===== src/rtl/mem_rd_pkg.sv =====
// Shared types and constants for the load path: access size, FSM state, and
// the alignment-fault helper used when MEM_RD_FAULT_EN is defined.
// No logic of its own; imported by mem_rd_align and mem_rd_unit.
package mem_rd_pkg;

    // Upper bound for the read-latency parameter; sizes the wait counter.
    localparam int RD_LAT_MAX = 4;

    typedef enum logic [1:0] {
        SIZE_B = 2'd0,
        SIZE_H = 2'd1,
        SIZE_W = 2'd2,
        SIZE_D = 2'd3
    } mem_size_t;

    typedef enum logic [1:0] {
        IDLE = 2'd0,
        WAIT = 2'd1,
        RESP = 2'd2
    } mem_rd_state_t;

    // True when the low address bits are not naturally aligned for the size.
    // off is zero-extended to 3 bits on 32-bit builds, so a double access
    // there is flagged through the xlen64 term alone.
    function automatic logic mem_rd_misaligned(input logic [2:0] off,
                                               input mem_size_t size,
                                               input logic xlen64);
        case (size)
            SIZE_B:  return 1'b0;
            SIZE_H:  return off[0];
            SIZE_W:  return off[1:0] != 2'b00;
            default: return !xlen64 || (off != 3'b000);
        endcase
    endfunction

endpackage


===== src/rtl/mem_rd_align.sv =====
// Lane select plus sign/zero extension of one memory word.
// Latency: purely combinational. Backpressure: none (no handshake).
// Ports: data_i raw RAM word, off_i low address bits, size_i access size,
//        sign_i extend with lane MSB when 1, data_o extended result.
module mem_rd_align
    import mem_rd_pkg::*;
#(
    parameter int XLEN = 32
) (
    input  logic [XLEN-1:0]             data_i,
    input  logic [$clog2(XLEN/8)-1:0]   off_i,
    input  mem_size_t                   size_i,
    input  logic                        sign_i,
    output logic [XLEN-1:0]             data_o
);

    localparam int OFF_W = $clog2(XLEN/8);

    mem_size_t        eff_size;
    logic [OFF_W-1:0] byte_off;
    logic [XLEN-1:0]  shifted;
    logic [XLEN-1:0]  keep_mask;
    logic             lane_msb;

    always_comb begin
        eff_size = size_i;
        // A 32-bit datapath has no double lane; treat it as a full word.
        if ((XLEN == 32) && (size_i == SIZE_D)) begin
            eff_size = SIZE_W;
        end

        // Clear offset bits below the access size: aligned accesses keep
        // their lane index, misaligned ones are truncated to the lane below.
        byte_off = off_i & OFF_W'(~((4'd1 << eff_size) - 4'd1));
        shifted  = data_i >> {byte_off, 3'b000};

        keep_mask = '1;
        lane_msb  = shifted[XLEN-1];
        case (eff_size)
            SIZE_B: begin
                keep_mask = XLEN'(8'hFF);
                lane_msb  = shifted[7];
            end
            SIZE_H: begin
                keep_mask = XLEN'(16'hFFFF);
                lane_msb  = shifted[15];
            end
            SIZE_W: begin
                keep_mask = XLEN'(32'hFFFF_FFFF);
                lane_msb  = shifted[31];
            end
            default: begin
                keep_mask = '1;
                lane_msb  = shifted[XLEN-1];
            end
        endcase

        data_o = (shifted & keep_mask) | ((sign_i && lane_msb) ? ~keep_mask : '0);
    end

endmodule


===== src/rtl/mem_rd_unit.sv =====
// Load unit: one request in flight, word-aligned RAM read, lane extract, tagged response.
// Latency: RD_LAT+1 cycles accept-to-response; 1 cycle for a faulted request.
// Backpressure: req_ready_o low from accept until the response handshake; response held while rsp_ready_i low.
// Ports: req_* load request (valid/ready), mem_rd_* synchronous RAM read port,
//        rsp_* response (valid/ready) with data, tag and error.
// Optional feature: define MEM_RD_FAULT_EN to trap misaligned / illegal-size loads
// (no RAM read, immediate error response); otherwise rsp_err_o is constant 0.
module mem_rd_unit
    import mem_rd_pkg::*;
#(
    parameter int XLEN   = 32,
    parameter int RD_LAT = 1,
    parameter int TAG_W  = 5
) (
    input  logic             clk_i,
    input  logic             rst_n_i,
    input  logic             req_valid_i,
    output logic             req_ready_o,
    input  logic [XLEN-1:0]  req_addr_i,
    input  logic [1:0]       req_size_i,
    input  logic             req_sign_i,
    input  logic [TAG_W-1:0] req_tag_i,
    output logic             mem_rd_en_o,
    output logic [XLEN-1:0]  mem_rd_addr_o,
    input  logic [XLEN-1:0]  mem_rd_data_i,
    output logic             rsp_valid_o,
    input  logic             rsp_ready_i,
    output logic [XLEN-1:0]  rsp_data_o,
    output logic [TAG_W-1:0] rsp_tag_o,
    output logic             rsp_err_o
);

    localparam int OFF_W = $clog2(XLEN/8);
    localparam int CNT_W = $clog2(RD_LAT_MAX);

    mem_rd_state_t    state_q;
    logic [CNT_W-1:0] cnt_q;
    logic [OFF_W-1:0] off_q;
    mem_size_t        size_q;
    logic             sign_q;
    logic             rsp_valid_q;
    logic [XLEN-1:0]  rsp_data_q;
    logic [TAG_W-1:0] rsp_tag_q;
    logic [XLEN-1:0]  lane_data;
    logic             accept;
    logic             req_fault;

    // Reset gates the handshake combinationally so nothing is issued mid-reset.
    assign req_ready_o   = rst_n_i && (state_q == IDLE);
    assign accept        = req_valid_i && req_ready_o;
    assign mem_rd_en_o   = accept && !req_fault;
    assign mem_rd_addr_o = {req_addr_i[XLEN-1:OFF_W], {OFF_W{1'b0}}};

`ifdef MEM_RD_FAULT_EN
    logic rsp_err_q;
    assign req_fault = mem_rd_misaligned(3'(req_addr_i[OFF_W-1:0]),
                                         mem_size_t'(req_size_i), XLEN == 64);
    assign rsp_err_o = rsp_err_q;
`else
    assign req_fault = 1'b0;
    assign rsp_err_o = 1'b0;
`endif

    assign rsp_valid_o = rsp_valid_q;
    assign rsp_data_o  = rsp_data_q;
    assign rsp_tag_o   = rsp_tag_q;

    // Extraction works on the latched offset/size/sign against live RAM data;
    // its result is only captured in the final WAIT cycle.
    mem_rd_align #(
        .XLEN (XLEN)
    ) u_align (
        .data_i (mem_rd_data_i),
        .off_i  (off_q),
        .size_i (size_q),
        .sign_i (sign_q),
        .data_o (lane_data)
    );

    always_ff @(posedge clk_i) begin
        if (!rst_n_i) begin
            state_q     <= IDLE;
            cnt_q       <= '0;
            off_q       <= '0;
            size_q      <= SIZE_B;
            sign_q      <= 1'b0;
            rsp_valid_q <= 1'b0;
            rsp_data_q  <= '0;
            rsp_tag_q   <= '0;
`ifdef MEM_RD_FAULT_EN
            rsp_err_q   <= 1'b0;
`endif
        end else begin
            case (state_q)
                IDLE: begin
                    if (accept) begin
                        off_q     <= req_addr_i[OFF_W-1:0];
                        size_q    <= mem_size_t'(req_size_i);
                        sign_q    <= req_sign_i;
                        rsp_tag_q <= req_tag_i;
`ifdef MEM_RD_FAULT_EN
                        rsp_err_q <= req_fault;
`endif
                        if (req_fault) begin
                            // No read was issued, so skip the wait entirely.
                            state_q     <= RESP;
                            rsp_valid_q <= 1'b1;
                            rsp_data_q  <= '0;
                        end else begin
                            state_q <= WAIT;
                            cnt_q   <= CNT_W'(RD_LAT - 1);
                        end
                    end
                end
                WAIT: begin
                    if (cnt_q == '0) begin
                        rsp_data_q  <= lane_data;
                        rsp_valid_q <= 1'b1;
                        state_q     <= RESP;
                    end else begin
                        cnt_q <= cnt_q - 1'b1;
                    end
                end
                RESP: begin
                    if (rsp_ready_i) begin
                        rsp_valid_q <= 1'b0;
                        state_q     <= IDLE;
                    end
                end
                default: state_q <= IDLE;
            endcase
        end
    end

endmodule


===== config.mk =====
export PLATFORM = sky130hd
export DESIGN_NAME = mem_rd_unit
export DESIGN_NICKNAME = d
export VERILOG_FILES = /design/src/rtl/mem_rd_pkg.sv /design/src/rtl/mem_rd_align.sv /design/src/rtl/mem_rd_unit.sv
export SDC_FILE = /design/constraint.sdc
export NUM_CORES = 1
export LEC_CHECK = 0
export BUFFER_PORTS_ARGS = -buffer_cell sky130_fd_sc_hd__buf_2
export CORE_ASPECT_RATIO = 0.5
export CORE_MARGIN = 5
export CORE_UTILIZATION = 25
export CTS_CLUSTER_SIZE = 16
export DETAILED_ROUTE_END_ITERATION = 10
export SLEW_MARGIN = 25
export SYNTH_ARGS = -nofsm -noshare
export SYNTH_HDL_FRONTEND = slang
export SYNTH_SLANG_ARGS = --single-unit

===== constraint.sdc =====
create_clock -name clk_i -period 4.2 [get_ports clk_i]
set_input_delay 0.21 -clock clk_i [delete_from_list [all_inputs] [get_ports clk_i]]
set_output_delay 0.21 -clock clk_i [all_outputs]
set_load 0.02 [all_outputs]

# Yosys cells after proc, flatten, opt, wreduce, memory -nomap -nowiden
# Index checks and enable logic that the tools add are counted.
word_totals:
  regBits: 47
  output_inout_bits: 73
op_classes:
  addsub: 2
  eq_ne: 8
  shifts: 2
  n_mux: 14
  bitwise: 5
  n_reduce_logical: 13
ops:
  columns: ["operator", "count"]
  rows:
  - ["$pmux W32 S2", 1]
  - ["$and A32 B32 Y32", 1]
  - ["$mux W32", 1]
  - ["$not A32 Y32", 1]
  - ["$or A32 B32 Y32", 1]
  - ["$shr A32 B5 Y32", 1]
  - ["$mux W2", 6]
  - ["$reduce_and A3 Y1", 3]
  - ["$ne A2 B2 Y1 const B", 4]
  - ["$logic_not A2 Y1", 3]
  - ["$pmux W2 S3", 1]
  - ["$eq A2 B1 Y1 const B", 2]
  - ["$eq A2 B2 Y1 const B", 2]
  - ["$pmux W1 S2", 2]
  - ["$pmux W2 S2", 1]
  - ["$reduce_and A2 Y1", 2]
  - ["$reduce_bool A2 Y1", 2]
  - ["$sub A2 B1 Y2 const B", 2]
  - ["$logic_and A1 B1 Y1", 3]
  - ["$and A2 B2 Y2", 1]
  - ["$mux W1", 2]
  - ["$not A2 Y2", 1]
  - ["$shl A1 B2 Y2 const A", 1]

# Depth between registers and ports, before layout
# Gate-level depths: netlist (run 1).
depth:
  depth_word: 11
  depth_mapped: 8

# Hierarchy
# From an unflattened synthesis (run 1), not the netlist that was laid out.
hier_totals:
  hier_cells: 344
  hier_area_um2: 2934.1
by_module_without_submodules:
  columns: ["mod", "n_inst", "cells_each", "area_each_um2", "seq_area_each_um2"]
  rows:
  - ["mem_rd_unit", 1, 250, 2220.9, 940.9]
  - ["mem_rd_align", 1, 94, 713.2, 0.0]

# Worst setup path before layout (run 1)
# No wires, ideal clock.
synth_path:
  path_kind: "register to register"
  from: "reg state_q[0]"
  to: "reg off_q[1]"
  arrival_ns: 1.741
  required_time_ns: 4.073
  setup_slack_ns: 2.332
  path_stages_with_launch: 6
  n_path_buf: 2
  synth_period_minus_slack_ns: 1.868
  path_cell_list: "dfxtp_1 > nor3b_1 > and2_0 > buf_2 > buf_2 > o21ai_0"
synth_between:
  elab_chain_len: 4
synth_rtl:
  columns: ["item", "line_no", "rtl"]
  rows:
  - ["start: declaration", "mem_rd_unit.sv:36", "mem_rd_state_t state_q;"]
  - ["start signal: assignment", "mem_rd_unit.sv:82", "state_q <= IDLE;"]
  - ["start signal: assignment", "mem_rd_unit.sv:106", "state_q <= RESP;"]
  - ["start signal: assignment", "mem_rd_unit.sv:110", "state_q <= WAIT;"]
  - ["$logic_not A2 Y1", "mem_rd_unit.sv:49", "assign req_ready_o = rst_n_i && (state_q == IDLE);"]
  - ["$logic_and A1 B1 Y1", "mem_rd_unit.sv:49", null]
  - ["via req_ready_o", "mem_rd_unit.sv:18", "output logic req_ready_o,"]
  - ["$logic_and A1 B1 Y1", "mem_rd_unit.sv:50", "assign accept = req_valid_i && req_ready_o;"]
  - ["via mem_rd_en_o", "mem_rd_unit.sv:23", "output logic mem_rd_en_o,"]
  - ["$reduce_and A2 Y1 (no source line)", null, null]
  - ["end signal: assignment", "mem_rd_unit.sv:97", "off_q <= req_addr_i[OFF_W-1:0];"]
  - ["end: declaration", "mem_rd_unit.sv:38", "logic [OFF_W-1:0] off_q;"]
# The timed path passes the listed nets, and every way through them passes these cells.
# A chain may end at the register's enable or synchronous reset.

# Worst setup path after layout (run 1)
layout_path:
  from: "reg size_q[1]"
  to: "reg rsp_data_q[20] (netlist: rsp_data_o[20])"
layout_between:
  elab_chain_len: 11
layout_rtl:
  columns: ["item", "line_no", "rtl"]
  rows:
  - ["start: declaration", "mem_rd_unit.sv:39", "mem_size_t size_q;"]
  - ["start signal: assignment", "mem_rd_unit.sv:98", "size_q <= mem_size_t'(req_size_i);"]
  - ["$eq A2 B2 Y1", "mem_rd_align.sv:28", "if ((XLEN == 32) && (size_i == SIZE_D)) begin"]
  - ["$mux W2 (*)", "mem_rd_align.sv:28", null]
  - ["$shl A1 B2 Y2", "mem_rd_align.sv:34", "byte_off = off_i & OFF_W'(~((4'd1 << eff_size) - 4'd1));"]
  - ["$sub A2 B1 Y2", "mem_rd_align.sv:34", null]
  - ["$not A2 Y2", "mem_rd_align.sv:34", null]
  - ["$and A2 B2 Y2", "mem_rd_align.sv:34", null]
  - ["$shr A32 B5 Y32", "mem_rd_align.sv:35", "shifted = data_i >> {byte_off, 3'b000};"]
  - ["$pmux W1 S2", "mem_rd_align.sv:39", "case (eff_size)"]
  - ["$logic_and A1 B1 Y1", "mem_rd_align.sv:58", "data_o = (shifted & keep_mask) | ((sign_i && lane_msb) ? ~keep_mask : '0);"]
  - ["$mux W32", "mem_rd_align.sv:58", null]
  - ["$or A32 B32 Y32 (*)", "mem_rd_align.sv:58", null]
  - ["end signal: assignment", "mem_rd_unit.sv:117", "rsp_data_q <= lane_data;"]
  - ["end: declaration", "mem_rd_unit.sv:42", "logic [XLEN-1:0] rsp_data_q;"]
# Mark *: on every way between the ends. The rest lies on a longest branch, timed or not.

==> impl_metrics.prom, run 1 <==
# TYPE chip_impl_metric gauge
chip_impl_info{name="startpoint_of_the_most_critical_hold_path",value="req_sign_i"} 1
chip_impl_info{name="cp_slowest_cell",value="sky130_fd_sc_hd__nor2b_1"} 1
chip_impl_metric{name="powerDensity",unit="nW/um^2"} 382
chip_impl_metric{name="first_global_vias",unit=""} 2045
chip_impl_info{name="synth_flop_cell",value="sky130_fd_sc_hd__dfxtp_1"} 1
chip_impl_info{name="start_kind",value="flop"} 1
chip_impl_info{name="timing.rr.start",value="size_q[1]$_SDFFE_PN0P_"} 1
chip_impl_metric{name="route.layer.met1.wl",unit="um"} 2770
chip_impl_info{name="crit_family",value="compound AO/OA/AOI/OAI gates"} 1
chip_impl_metric{name="cts.clk_slew.worst_paths",unit="ns"} 0.06
chip_impl_metric{name="slowest_delay",unit="ns"} 0.67
chip_impl_metric{name="comb_power_share",unit="%"} 16.6
chip_impl_metric{name="core_region_area",unit="sq um"} 9570
chip_impl_metric{name="instances_no_fill",unit=""} 469
chip_impl_info{name="yosys.area.top_type",value="sky130_fd_sc_hd__dfxtp_1"} 1
chip_impl_metric{name="fin_area",unit="sq um"} 2900
chip_impl_metric{name="track_usage",unit="%"} 11.0
chip_impl_metric{name="vdd_ir_drop_max",unit="mV"} 0.168
chip_impl_metric{name="netSwitchingFraction",unit="%"} 25.8
chip_impl_metric{name="timing.final.crit_share",unit="%"} 61.6
chip_impl_metric{name="synth-edff-count",unit=""} 0
chip_impl_metric{name="grt_remaining_overflow",unit=""} 0
chip_impl_info{name="worst_path_class_setup",value="reg2reg"} 1
chip_impl_info{name="timing.hold.worst_endpoint",value="sign_q$_SDFFE_PN0P_"} 1
chip_impl_metric{name="syn_inst",unit=""} 291
chip_impl_metric{name="synth_simple_gate_area_share",unit="%"} 15.2
chip_impl_info{name="clockRootBuffer",value="sky130_fd_sc_hd__clkbuf_16"} 1
chip_impl_metric{name="wl",unit="um"} 6680
chip_impl_metric{name="setup_slack",unit="ns"} 1.61
chip_impl_metric{name="initial_core_util",unit="%"} 26.0
chip_impl_metric{name="power.net_switching",unit="W"} 0.000286
chip_impl_metric{name="initial_antenna_violation_count",unit=""} 0
chip_impl_metric{name="detail_route.drc_violations",unit=""} 0
chip_impl_metric{name="finalNetCount",unit=""} 411
chip_impl_metric{name="synth_fa_ha_area_share",unit="%"} 0.503
chip_impl_metric{name="std_cell_rows",unit=""} 25
chip_impl_metric{name="synth_compound_gate_area_share",unit="%"} 20.4
chip_impl_metric{name="detail_route.first_pass.iterations",unit=""} 4
chip_impl_metric{name="ff2ff_setup_slack",unit="ns"} 1.61
chip_impl_metric{name="num-fill-cells",unit=""} 1038
chip_impl_metric{name="via_count",unit=""} 2064
chip_impl_metric{name="drive_gt1_share",unit="%"} 29.9
chip_impl_metric{name="cp_num_buf_inv",unit=""} 0
chip_impl_metric{name="count_of_buffers_inserted_at_the_top_level_ports",unit=""} 85
chip_impl_metric{name="cts.sinks",unit=""} 47
chip_impl_metric{name="critical_path_required",unit="ns"} 4.33
chip_impl_info{name="cts_tree",value="done"} 1
chip_impl_metric{name="ant_nets",unit=""} 0
chip_impl_metric{name="wl_met3",unit="um"} 318
chip_impl_metric{name="hold_viol",unit=""} 0
chip_impl_metric{name="final.min_clock_period",unit="ns"} 2.59
chip_impl_metric{name="cts.repair.resized",unit=""} 0
chip_impl_metric{name="drt_iter0_markers",unit=""} 120
chip_impl_metric{name="maxClockFrequency",unit="MHz"} 387
chip_impl_metric{name="synth.lib_cells_used.distinct",unit=""} 34
chip_impl_metric{name="worstSkewPairLatency",unit="ns"} 0.28
chip_impl_metric{name="drv_slew",unit=""} 0
chip_impl_metric{name="area_delta_synth_final",unit="%"} 16.8
chip_impl_metric{name="dpl-instance-area",unit="sq um"} 2740
chip_impl_metric{name="clk_path_buf_depth",unit=""} 2
chip_impl_metric{name="dp_worst_setup_slack",unit="ns"} 1.60
chip_impl_metric{name="actual_transition_at_the_worst_max_transition_pin",unit="ns"} 0.854
chip_impl_metric{name="p_seq_share",unit="%"} 44.3
chip_impl_metric{name="grt_pass1_wl",unit="um"} 10600
chip_impl_metric{name="share_clk_of_total_power",unit="%"} 39.1
chip_impl_metric{name="wire_per_inst",unit="um"} 14.2
chip_impl_metric{name="syn_avg_cell_area",unit="sq um"} 8.54
chip_impl_metric{name="yosysWarnings",unit=""} 0
chip_impl_metric{name="vias_cell",unit=""} 4.40
chip_impl_metric{name="design.die.area",unit="sq um"} 12200
chip_impl_metric{name="layout.area.seq",unit="sq um"} 941
chip_impl_metric{name="synthesis.area",unit="sq um"} 2490
chip_impl_metric{name="ys_seq_elements",unit=""} 47
chip_impl_metric{name="cp_data_arrival_time",unit="ns"} 2.72
chip_impl_metric{name="fin_worst_skew",unit="ns"} 0.00543
chip_impl_metric{name="cts-buffers-inserted",unit=""} 5
chip_impl_metric{name="dp_cells",unit=""} 462
chip_impl_metric{name="synth.yosys.seq_area_share",unit="%"} 37.8
chip_impl_metric{name="timing.hold.worst_path_depth",unit=""} 3
chip_impl_metric{name="die_h",unit="um"} 80.5
chip_impl_metric{name="portion_of_netlist_area_occupied_by_mux_cells",unit="%"} 11.1
chip_impl_info{name="min_path_type",value="in2reg"} 1
chip_impl_metric{name="total_negative_slack",unit="ns"} 0
chip_impl_metric{name="share_of_the_synthesized_netlist_area_taken_by_xor_and_xnor_gates",unit="%"} 0
chip_impl_metric{name="setup_repair_bufs_after_cts",unit=""} 0
chip_impl_metric{name="antenna-diode-count",unit=""} 0
chip_impl_metric{name="r2r_cells",unit=""} 5
chip_impl_metric{name="postCtsHoldBufs",unit=""} 0
chip_impl_metric{name="yosys.area.top_type_share",unit="%"} 37.8
chip_impl_info{name="run_status",value="finished, final reports clean"} 1
chip_impl_metric{name="slew_headroom",unit="%"} 43.0
chip_impl_info{name="synth_top_family_by_area",value="compound AO/OA/AOI/OAI gates"} 1
chip_impl_metric{name="timing.final.setup_violations",unit=""} 0
chip_impl_metric{name="power_report.internal_total",unit="W"} 0.000822
chip_impl_info{name="regToRegEndpoint",value="rsp_data_o[20]$_SDFFE_PN0P_"} 1
chip_impl_metric{name="die_w",unit="um"} 151
chip_impl_metric{name="grt_start_max_net_pins",unit=""} 49
chip_impl_info{name="ys_top_cells_by_count",value="50 x sky130_fd_sc_hd__nand2_1, 47 x sky130_fd_sc_hd__dfxtp_1, 36 x sky130_fd_sc_hd__o21ai_0"} 1
chip_impl_metric{name="dr_wl_met2",unit="um"} 3410
chip_impl_metric{name="synth_async_sr_flop_share",unit="%"} 0
chip_impl_metric{name="design.portCount",unit=""} 149
chip_impl_info{name="top_layer_used",value="met4"} 1
chip_impl_info{name="cp_cell_sequence",value="nor2b_1 > mux2i_1 > o221ai_1 > o22ai_2 > a21oi_1"} 1
chip_impl_metric{name="drv.max_cap_violation_count",unit=""} 0
chip_impl_info{name="synth.most_common_cell",value="sky130_fd_sc_hd__nand2_1"} 1
chip_impl_metric{name="gp_routability_congestion",unit=""} 0.808
chip_impl_info{name="critical_path.endpoint_type",value="flop"} 1
chip_impl_metric{name="multi_input_area",unit="sq um"} 1190
chip_impl_metric{name="power_leakage",unit="nW"} 1.23
chip_impl_metric{name="place.detailed.hpwl",unit="um"} 5070
chip_impl_metric{name="timing.critical_path.fanout_max",unit=""} 25
chip_impl_info{name="grt_setup_unrepaired",value="no"} 1
chip_impl_info{name="synth_area_leaders",value="sky130_fd_sc_hd__dfxtp_1 38%, sky130_fd_sc_hd__buf_4 10%, sky130_fd_sc_hd__nand2_1 7.5%"} 1
chip_impl_metric{name="cts_htree_levels",unit=""} 2
## power groups by stage
stage	logic [W]	clock network, W	registers [W]
after floorplan	0.000144	0	0.000519
after global placement	0.000184	0	0.000501
after detailed placement	0.000185	0	0.000501
after CTS	0.000185	0.000446	0.000491
after global routing	0.000204	0.000458	0.000495
final	0.000183	0.000433	0.000491
## state kept, by name, indices dropped and copies added (netlist names)
register,cells
cnt_q,2
rsp_tag_o,5
state_q,2
size_q,2
rsp_valid_o,1
off_q,2
rsp_data_o,32
sign_q,1
## worst max path at each step
| stage | to | startpoint | cells past startpoint | slack, ns |
|---|---|---|---|---|
| after global routing | rsp_data_o[24]$_SDFFE_PN0P_ | size_q[1]$_SDFFE_PN0P_ | 5 | 1.22 |
| after global placement | rsp_data_o[31]$_SDFFE_PN0P_ | size_q[1]$_SDFFE_PN0P_ | 5 | 1.69 |
| final | rsp_data_o[20]$_SDFFE_PN0P_ | size_q[1]$_SDFFE_PN0P_ | 5 | 1.61 |
| after floorplan | off_q[1]$_SDFFE_PN0P_ | state_q[0]$_SDFFE_PN0P_ | 5 | 2.33 |
| after detailed placement | rsp_data_o[20]$_SDFFE_PN0P_ | size_q[1]$_SDFFE_PN0P_ | 5 | 1.60 |
| after CTS | rsp_data_o[26]$_SDFFE_PN0P_ | size_q[1]$_SDFFE_PN0P_ | 5 | 1.59 |
## stage by stage
stage	hold slack (ns)	util, %	total power [W]
after floorplan	0.319	-	0.000663
after detailed placement	0.413	28.7	0.000686
final	0.116	30.3	0.00111
after global placement	0.405	28.7	0.000685
after global routing	0.130	30.3	0.00116
after CTS	0.117	30.3	0.00112
## cell type report
cell class	instances	share of cell area [%]
Timing Repair Buffer	86	14.9
Multi-Input combinational cell	190	40.9
Tap cell	135	5.82
Inverter	4	0.517
Clock buffer	6	4.44
Clock inverter	1	1.03
Sequential cell	47	32.4
## logic make-up after synthesis
group                    after synthesis
flip-flops                            47
AO/OA/AOI/OAI                         86
other                                  1
AND/OR/NAND/NOR                       83
buffers and inverters                 56
multiplexers                          17
adder cells (fa/ha/maj)                1
## per-layer routing
| metal | up-vias | global-route usage [%] |
|---|---|---|
| met5 | - | 0 |
| li1 | 1047 | - |
| met2 | 46 | 19.0 |
| met4 | 0 | 4.97 |
| met3 | 21 | 2.31 |
| met1 | 950 | 13.1 |
## worst reg2reg max path: cells and delay by family, from the launching register on
kind / cells / cell delay (ns)
simple gates: 1 / 0.68
mux: 1 / 0.30
flops: 1 / 0.57
compound gates: 3 / 0.88
## cells in the final DEF, fill, tap and decap left out
cell type and count:
sky130_fd_sc_hd__a211o_1 7, sky130_fd_sc_hd__a21boi_0 8, sky130_fd_sc_hd__a21boi_2 1, sky130_fd_sc_hd__a21oi_1 28, sky130_fd_sc_hd__a22oi_1 1, sky130_fd_sc_hd__a31oi_2 1, sky130_fd_sc_hd__and2_1 3, sky130_fd_sc_hd__buf_2 85
sky130_fd_sc_hd__buf_4 1, sky130_fd_sc_hd__bufinv_16 1, sky130_fd_sc_hd__clkbuf_1 1, sky130_fd_sc_hd__clkbuf_16 5, sky130_fd_sc_hd__conb_1 3, sky130_fd_sc_hd__dfxtp_1 47, sky130_fd_sc_hd__ha_1 1, sky130_fd_sc_hd__inv_1 4
sky130_fd_sc_hd__mux2i_1 10, sky130_fd_sc_hd__mux4_1 5, sky130_fd_sc_hd__mux4_2 2, sky130_fd_sc_hd__nand2_1 50, sky130_fd_sc_hd__nand2b_1 2, sky130_fd_sc_hd__nand3b_1 2, sky130_fd_sc_hd__nor2_1 14, sky130_fd_sc_hd__nor2_2 1
sky130_fd_sc_hd__nor2b_1 8, sky130_fd_sc_hd__nor3b_1 1, sky130_fd_sc_hd__nor3b_4 1, sky130_fd_sc_hd__o211ai_1 1, sky130_fd_sc_hd__o21ai_0 36, sky130_fd_sc_hd__o221ai_1 1, sky130_fd_sc_hd__o22ai_1 1, sky130_fd_sc_hd__o22ai_2 1
sky130_fd_sc_hd__or3b_2 1
No activity file was read; power rests on OpenSTA's default activity.
==> run 2, diff against run 1 <==
clock period = 2.1 ns   (was 4.2 ns; I/O delays follow)
==> run 2 against run 1 <==
Effect of this change: worst setup slack worse by 1.3 ns; largest cell class unchanged; count of clock-buffer cells in the layout down 1; hold slack worse by 0.10 ns; first-iteration DRC count up 57%; clock skew down 0.00084 ns; sequential power up 98%; critical path type unchanged; routed wire length down 1.3%.
==> impl_metrics.prom, run 2 (same netlist as run 1, synthesis figures left out) <==
# TYPE chip_impl_metric gauge
chip_impl_metric{name="cts-buffers-inserted",unit=""} 5
chip_impl_info{name="critical_path.endpoint_type",value="flop"} 1
chip_impl_metric{name="cp_data_arrival_time",unit="ns"} 1.91
chip_impl_metric{name="powerDensity",unit="nW/um^2"} 717
chip_impl_metric{name="area_delta_synth_final",unit="%"} 19.3
chip_impl_metric{name="grt_pass1_wl",unit="um"} 9920
chip_impl_metric{name="cts.sinks",unit=""} 47
chip_impl_metric{name="largest_register_ffs",unit=""} 32
chip_impl_metric{name="worstSkewPairLatency",unit="ns"} 0.28
chip_impl_metric{name="drt_iter0_markers",unit=""} 188
chip_impl_info{name="global_route.peak_usage_layer",value="met2"} 1
chip_impl_info{name="worst_path_class_setup",value="reg2reg"} 1
chip_impl_metric{name="wl",unit="um"} 6590
chip_impl_metric{name="finalNetCount",unit=""} 422
chip_impl_metric{name="vdd_ir_drop_max",unit="mV"} 0.330
chip_impl_metric{name="cts.clk_slew.worst_paths",unit="ns"} 0.06
chip_impl_metric{name="power.net_switching",unit="W"} 0.000588
chip_impl_info{name="run_status",value="finished, final reports clean"} 1
chip_impl_metric{name="grt_remaining_overflow",unit=""} 0
chip_impl_metric{name="total_negative_slack",unit="ns"} 0
chip_impl_info{name="final_cell_mix",value="85 x sky130_fd_sc_hd__buf_2, 50 x sky130_fd_sc_hd__nand2_1, 47 x sky130_fd_sc_hd__dfxtp_1"} 1
chip_impl_metric{name="hold_viol",unit=""} 0
chip_impl_metric{name="multi_input_area",unit="sq um"} 1190
chip_impl_info{name="cts_tree",value="done"} 1
chip_impl_metric{name="detail_route.first_pass.iterations",unit=""} 4
chip_impl_metric{name="cts.repair.resized",unit=""} 0
chip_impl_metric{name="drive_gt1_share",unit="%"} 32.7
chip_impl_metric{name="layout.area.seq",unit="sq um"} 941
chip_impl_metric{name="p_total",unit="W"} 0.00213
chip_impl_metric{name="dpl-instance-area",unit="sq um"} 2830
chip_impl_metric{name="power_report.internal_total",unit="W"} 0.00154
chip_impl_metric{name="gp_routability_congestion",unit=""} 0.755
chip_impl_metric{name="fin_util",unit="%"} 31.0
chip_impl_metric{name="ant_nets",unit=""} 0
chip_impl_metric{name="comb_power_share",unit="%"} 18.6
chip_impl_info{name="clockRootBuffer",value="sky130_fd_sc_hd__clkbuf_16"} 1
chip_impl_metric{name="cts_htree_levels",unit=""} 2
chip_impl_metric{name="met3_usage",unit="%"} 2.65
chip_impl_metric{name="count_of_buffers_inserted_at_the_top_level_ports",unit=""} 85
chip_impl_metric{name="hold_slack",unit="ns"} 0.0130
chip_impl_info{name="start_kind",value="flop"} 1
chip_impl_metric{name="timing.final.setup_violations",unit=""} 0
chip_impl_metric{name="die_w",unit="um"} 151
chip_impl_metric{name="final.min_clock_period",unit="ns"} 1.76
chip_impl_metric{name="grt_start_max_net_pins",unit=""} 48
chip_impl_metric{name="use_met2",unit="%"} 17.8
chip_impl_metric{name="detail_route.drc_violations",unit=""} 0
chip_impl_metric{name="antenna-diode-count",unit=""} 0
chip_impl_metric{name="wire_per_inst",unit="um"} 13.7
chip_impl_metric{name="vias_cell",unit=""} 4.26
chip_impl_metric{name="core_region_area",unit="sq um"} 9570
chip_impl_metric{name="track_usage",unit="%"} 10.5
chip_impl_info{name="final_common_cell",value="sky130_fd_sc_hd__buf_2"} 1
chip_impl_metric{name="via_count",unit=""} 2049
chip_impl_metric{name="design.die.area",unit="sq um"} 12200
chip_impl_metric{name="std_cell_rows",unit=""} 25
chip_impl_metric{name="timing.critical_path.fanout_max",unit=""} 8
chip_impl_metric{name="maxClockFrequency",unit="MHz"} 569
chip_impl_metric{name="drv_slew",unit=""} 0
chip_impl_metric{name="critical_path_required",unit="ns"} 2.25
chip_impl_metric{name="initial_antenna_violation_count",unit=""} 0
chip_impl_metric{name="setup_repair_bufs_after_cts",unit=""} 0
chip_impl_metric{name="first_global_vias",unit=""} 1889
chip_impl_metric{name="num-fill-cells",unit=""} 1032
chip_impl_metric{name="drv.max_cap_violation_count",unit=""} 0
chip_impl_metric{name="clk_path_buf_depth",unit=""} 2
chip_impl_metric{name="place.detailed.hpwl",unit="um"} 5040
chip_impl_metric{name="timing.final.crit_share",unit="%"} 83.7
chip_impl_metric{name="grt_use_met1",unit="%"} 12.7
chip_impl_info{name="grt_setup_unrepaired",value="no"} 1
chip_impl_metric{name="fin_worst_skew",unit="ns"} 0.00459
chip_impl_metric{name="fin_area",unit="sq um"} 2970
chip_impl_metric{name="power_leakage",unit="nW"} 1.28
chip_impl_metric{name="die_h",unit="um"} 80.5
chip_impl_metric{name="p_seq_share",unit="%"} 45.7
chip_impl_metric{name="share_clk_of_total_power",unit="%"} 35.7
chip_impl_metric{name="netSwitchingFraction",unit="%"} 27.6
chip_impl_metric{name="initial_core_util",unit="%"} 26.0
chip_impl_info{name="min_path_type",value="in2reg"} 1
chip_impl_metric{name="postCtsHoldBufs",unit=""} 0
chip_impl_metric{name="design.portCount",unit=""} 149
[run 2: changes by cell type in the layout (fill, tap and decap cells not counted)]
cell and delta:
sky130_fd_sc_hd__and2_0 +1, sky130_fd_sc_hd__and2_1 -1, sky130_fd_sc_hd__buf_4 +11, sky130_fd_sc_hd__bufinv_16 -1
sky130_fd_sc_hd__clkbuf_1 -1, sky130_fd_sc_hd__clkinv_2 +3
[run 2: area by class of cell]
type / count / share of cell area [%]
Multi-Input combinational cell: 190 / 40.0
Inverter: 4 / 0.506
Clock inverter: 3 / 0.506
Sequential cell: 47 / 31.7
Tap cell: 135 / 5.69
Clock buffer: 5 / 4.22
Timing Repair Buffer: 97 / 17.4
[run 2: per-layer routing]
layer | share of wire, % | wire, um
met1 | 43 | 2810
met2 | 50 | 3320
met3 | 5.2 | 344
met4 | 1.8 | 117
met5 | 0 | 0
[run 2: through the flow]
| step | std cells | setup WS, ns |
|---|---|---|
| 3_3_place_gp | 473 | 0.384 |
| 5_1_grt | 481 | 0.177 |
| 3_5_place_dp | 473 | 0.352 |
| 4_1_cts | 481 | 0.346 |
| 2_1_floorplan | 293 | 0.232 |
| 6_report | 481 | 0.342 |
[run 2: final timing paths]
path,cells after the start,slack [ns],endpoint,start
setup reg to reg,5,0.34,rsp_data_o[8]$_SDFFE_PN0P_,size_q[0]$_SDFFE_PN0P_
hold / removal,3,0.01,off_q[1]$_SDFFE_PN0P_,req_addr_i[1]
hold reg to reg,2,0.46,rsp_tag_o[1]$_SDFFE_PN0P_,rsp_tag_o[1]$_SDFFE_PN0P_
setup / recovery,5,0.34,rsp_data_o[8]$_SDFFE_PN0P_,size_q[0]$_SDFFE_PN0P_
[run 2: worst max-delay path: stages (launching register included)]
cell                       delay (ns)
sky130_fd_sc_hd__dfxtp_1         0.44
sky130_fd_sc_hd__nand2b_1        0.19
sky130_fd_sc_hd__mux2i_1         0.27
sky130_fd_sc_hd__o211ai_1        0.15
sky130_fd_sc_hd__a31oi_2         0.45
sky130_fd_sc_hd__a21oi_1         0.13
[run 2: power by group through the flow]
stage | Sequential, W | Clock, W | Combinational, W
after floorplan | 0.00104 | 0 | 0.000288
after global placement | 0.000992 | 0 | 0.000398
after detailed placement | 0.000994 | 0 | 0.000397
after CTS | 0.000974 | 0.000783 | 0.000399
after global routing | 0.000979 | 0.000825 | 0.000434
final | 0.000973 | 0.000759 | 0.000396
==> run 3, diff against run 2 <==
clock period = 1.7 ns   (was 2.1 ns; I/O delays follow)
==> run 3 against run 2 <==
Effect of this change: non-clock buffer count rose by 5; critical endpoint is now rsp_data_o[4]$_SDFFE_PN0P_; die area stayed put; power rose by 40%; count of clock-buffer cells in the layout stayed put; clock power up 66%; core utilization rose by 1.7 points; first-iteration DRC count grew 14%; register-to-register slack worse by 0.26 ns; design area increased by 5.4%; sequential share of layout area fell by 1.6 points; critical path depth stayed put.
==> impl_metrics.prom, run 3 (same netlist as run 1, synthesis figures left out) <==
# TYPE chip_impl_metric gauge
chip_impl_metric{name="timing.critical_path.fanout_max",unit=""} 16
chip_impl_metric{name="total_negative_slack",unit="ns"} 0
chip_impl_info{name="setup.worst_path.end",value="rsp_data_o[4]$_SDFFE_PN0P_"} 1
chip_impl_metric{name="cp_data_arrival_time",unit="ns"} 1.79
chip_impl_metric{name="ant_nets",unit=""} 0
chip_impl_metric{name="initial_antenna_violation_count",unit=""} 0
chip_impl_metric{name="slowest_delay",unit="ns"} 0.59
chip_impl_metric{name="grt_remaining_overflow",unit=""} 0
chip_impl_metric{name="maxClockFrequency",unit="MHz"} 616
chip_impl_metric{name="vdd_ir_drop_max",unit="mV"} 0.334
chip_impl_metric{name="wl",unit="um"} 6910
chip_impl_metric{name="core_region_area",unit="sq um"} 9570
chip_impl_info{name="crit_family",value="multiplexers"} 1
chip_impl_metric{name="power_leakage",unit="nW"} 1.33
chip_impl_metric{name="cts_htree_levels",unit=""} 2
chip_impl_info{name="worst_path_class_setup",value="reg2reg"} 1
chip_impl_metric{name="std_cell_rows",unit=""} 25
chip_impl_metric{name="count_of_buffers_inserted_at_the_top_level_ports",unit=""} 85
chip_impl_metric{name="cts.sinks",unit=""} 47
chip_impl_metric{name="die_h",unit="um"} 80.5
chip_impl_metric{name="die_w",unit="um"} 151
chip_impl_info{name="startpoint_of_the_most_critical_hold_path",value="req_tag_i[1]"} 1
chip_impl_metric{name="drv.max_cap_violation_count",unit=""} 0
chip_impl_metric{name="gp_routability_congestion",unit=""} 0.810
chip_impl_metric{name="drive_gt1_share",unit="%"} 33.6
chip_impl_info{name="min_path_type",value="in2reg"} 1
chip_impl_info{name="final_cell_mix",value="85 x sky130_fd_sc_hd__buf_2, 50 x sky130_fd_sc_hd__nand2_1, 47 x sky130_fd_sc_hd__dfxtp_1"} 1
chip_impl_metric{name="powerDensity",unit="nW/um^2"} 955
chip_impl_metric{name="cp_num_buf_inv",unit=""} 1
chip_impl_metric{name="worstSkewPairLatency",unit="ns"} 0.28
chip_impl_info{name="regToRegEndpoint",value="rsp_data_o[4]$_SDFFE_PN0P_"} 1
chip_impl_metric{name="largest_register_ffs",unit=""} 32
chip_impl_metric{name="grt_start_max_net_pins",unit=""} 48
chip_impl_metric{name="first_global_vias",unit=""} 2026
chip_impl_metric{name="initial_core_util",unit="%"} 26.0
chip_impl_metric{name="track_usage",unit="%"} 11.0
chip_impl_metric{name="r2r_cells",unit=""} 5
chip_impl_metric{name="fin_area",unit="sq um"} 3130
chip_impl_info{name="start_kind",value="flop"} 1
chip_impl_metric{name="cts.clk_slew.worst_paths",unit="ns"} 0.06
chip_impl_metric{name="dpl-instance-area",unit="sq um"} 2900
chip_impl_info{name="final_common_cell",value="sky130_fd_sc_hd__buf_2"} 1
chip_impl_info{name="cp_slowest_cell",value="sky130_fd_sc_hd__mux4_1"} 1
chip_impl_metric{name="detail_route.first_pass.iterations",unit=""} 5
chip_impl_metric{name="via_count",unit=""} 2093
chip_impl_info{name="cp_cell_sequence",value="nor3b_4 > buf_12 > mux4_1 > nand2_1 > a21boi_0"} 1
chip_impl_info{name="clockRootBuffer",value="sky130_fd_sc_hd__clkbuf_16"} 1
chip_impl_metric{name="wire_per_inst",unit="um"} 14.2
chip_impl_metric{name="design.die.area",unit="sq um"} 12200
chip_impl_metric{name="dp_worst_setup_slack",unit="ns"} 0.0953
chip_impl_info{name="timing.rr.start",value="off_q[0]$_SDFFE_PN0P_"} 1
chip_impl_info{name="timing.critical_path.from",value="off_q[0]$_SDFFE_PN0P_"} 1
chip_impl_metric{name="critical_path_cell_count",unit=""} 5
chip_impl_metric{name="drv_slew",unit=""} 0
chip_impl_metric{name="vias_cell",unit=""} 4.31
chip_impl_metric{name="critical_path_required",unit="ns"} 1.87
chip_impl_metric{name="hold_viol",unit=""} 0
chip_impl_metric{name="setup_slack",unit="ns"} 0.0767
chip_impl_metric{name="grt_pass1_wl",unit="um"} 10600
chip_impl_metric{name="cts-buffers-inserted",unit=""} 5
chip_impl_info{name="cts_tree",value="done"} 1
chip_impl_info{name="critical_path.endpoint_type",value="flop"} 1
chip_impl_metric{name="design.portCount",unit=""} 149
chip_impl_metric{name="finalNetCount",unit=""} 427
chip_impl_info{name="run_status",value="finished, final reports clean"} 1
chip_impl_metric{name="fin_worst_skew",unit="ns"} 0.00281
chip_impl_metric{name="p_total",unit="W"} 0.00298
chip_impl_metric{name="ff2ff_setup_slack",unit="ns"} 0.08
chip_impl_metric{name="final.min_clock_period",unit="ns"} 1.62
chip_impl_metric{name="timing.final.crit_share",unit="%"} 95.5
chip_impl_metric{name="area_delta_synth_final",unit="%"} 25.7
chip_impl_metric{name="timing.final.setup_violations",unit=""} 0
chip_impl_metric{name="detail_route.drc_violations",unit=""} 0
chip_impl_metric{name="drt_iter0_markers",unit=""} 215
chip_impl_metric{name="antenna-diode-count",unit=""} 0
chip_impl_metric{name="place.detailed.hpwl",unit="um"} 5170
chip_impl_metric{name="clk_path_buf_depth",unit=""} 2
run 3: cell count changes in the layout (fill, tap and decap cells not counted), sizes merged:
cell / change
bufinv: +2
buf: +2
clkinv: -3
dlygate4sd3: +3
clkinvlp: +1
run 3: worst register-to-register path, cell delays in order (launching register included):
cell and delay [ns]:
sky130_fd_sc_hd__dfxtp_1 0.35, sky130_fd_sc_hd__nor3b_4 0.23, sky130_fd_sc_hd__buf_12 0.19, sky130_fd_sc_hd__mux4_1 0.59
sky130_fd_sc_hd__nand2_1 0.09, sky130_fd_sc_hd__a21boi_0 0.07
run 3: final cells by class:
type | count | area, sq um
clock buffers | 5 | 125
fillers | 1014 | 6450
repair buffers | 102 | 611
inverters | 4 | 15.0
multi-input cells | 190 | 1200
flip-flops and latches | 47 | 941
well taps | 135 | 169
clock inverters | 3 | 67.6
run 3: power breakdown:
part	switching (W)	internal (W)	leakage [nW]
Combinational	0.000299	0.000224	0.860
Clock	0.000417	0.000842	0.0900
Sequential	0.0000376	0.00116	0.384
Total	0.000754	0.00223	1.33
run 3: per-layer routing:
metal / share of wire (%) / GRT usage [%]
met1: 45 / 14.0
met2: 50 / 18.3
met3: 3.9 / 2.82
met4: 0.80 / 3.25
met5: 0 / 0
run 3: metrics by stage:
stage          instances  utilization, %  hold slack, ns
6_report             486            32.7         0.00567
5_1_grt              486            32.7          0.0140
4_1_cts              486            32.6         0.00410
3_5_place_dp         475            30.3           0.170
3_3_place_gp         475            30.3           0.170
2_1_floorplan        293               -           0.194
run 3: how the worst min path moves through the flow:
stage,endpoint,slack (ns),depth (start not counted)
after floorplan,off_q[1]$_SDFFE_PN0P_,0.19,2
after global routing,rsp_tag_o[4]$_SDFFE_PN0P_,0.01,3
after global placement,mem_rd_addr_o[11],0.17,0
final,rsp_tag_o[1]$_SDFFE_PN0P_,0.006,3
after CTS,rsp_tag_o[1]$_SDFFE_PN0P_,0.004,3
after detailed placement,mem_rd_addr_o[11],0.17,0
run 3: timing repair:
item	CTS	global route
setup endpoints to repair	0	15
hold buffers	3	0
buffers inserted	0	0
gates resized for setup	0	2
hold endpoints to repair	3	0
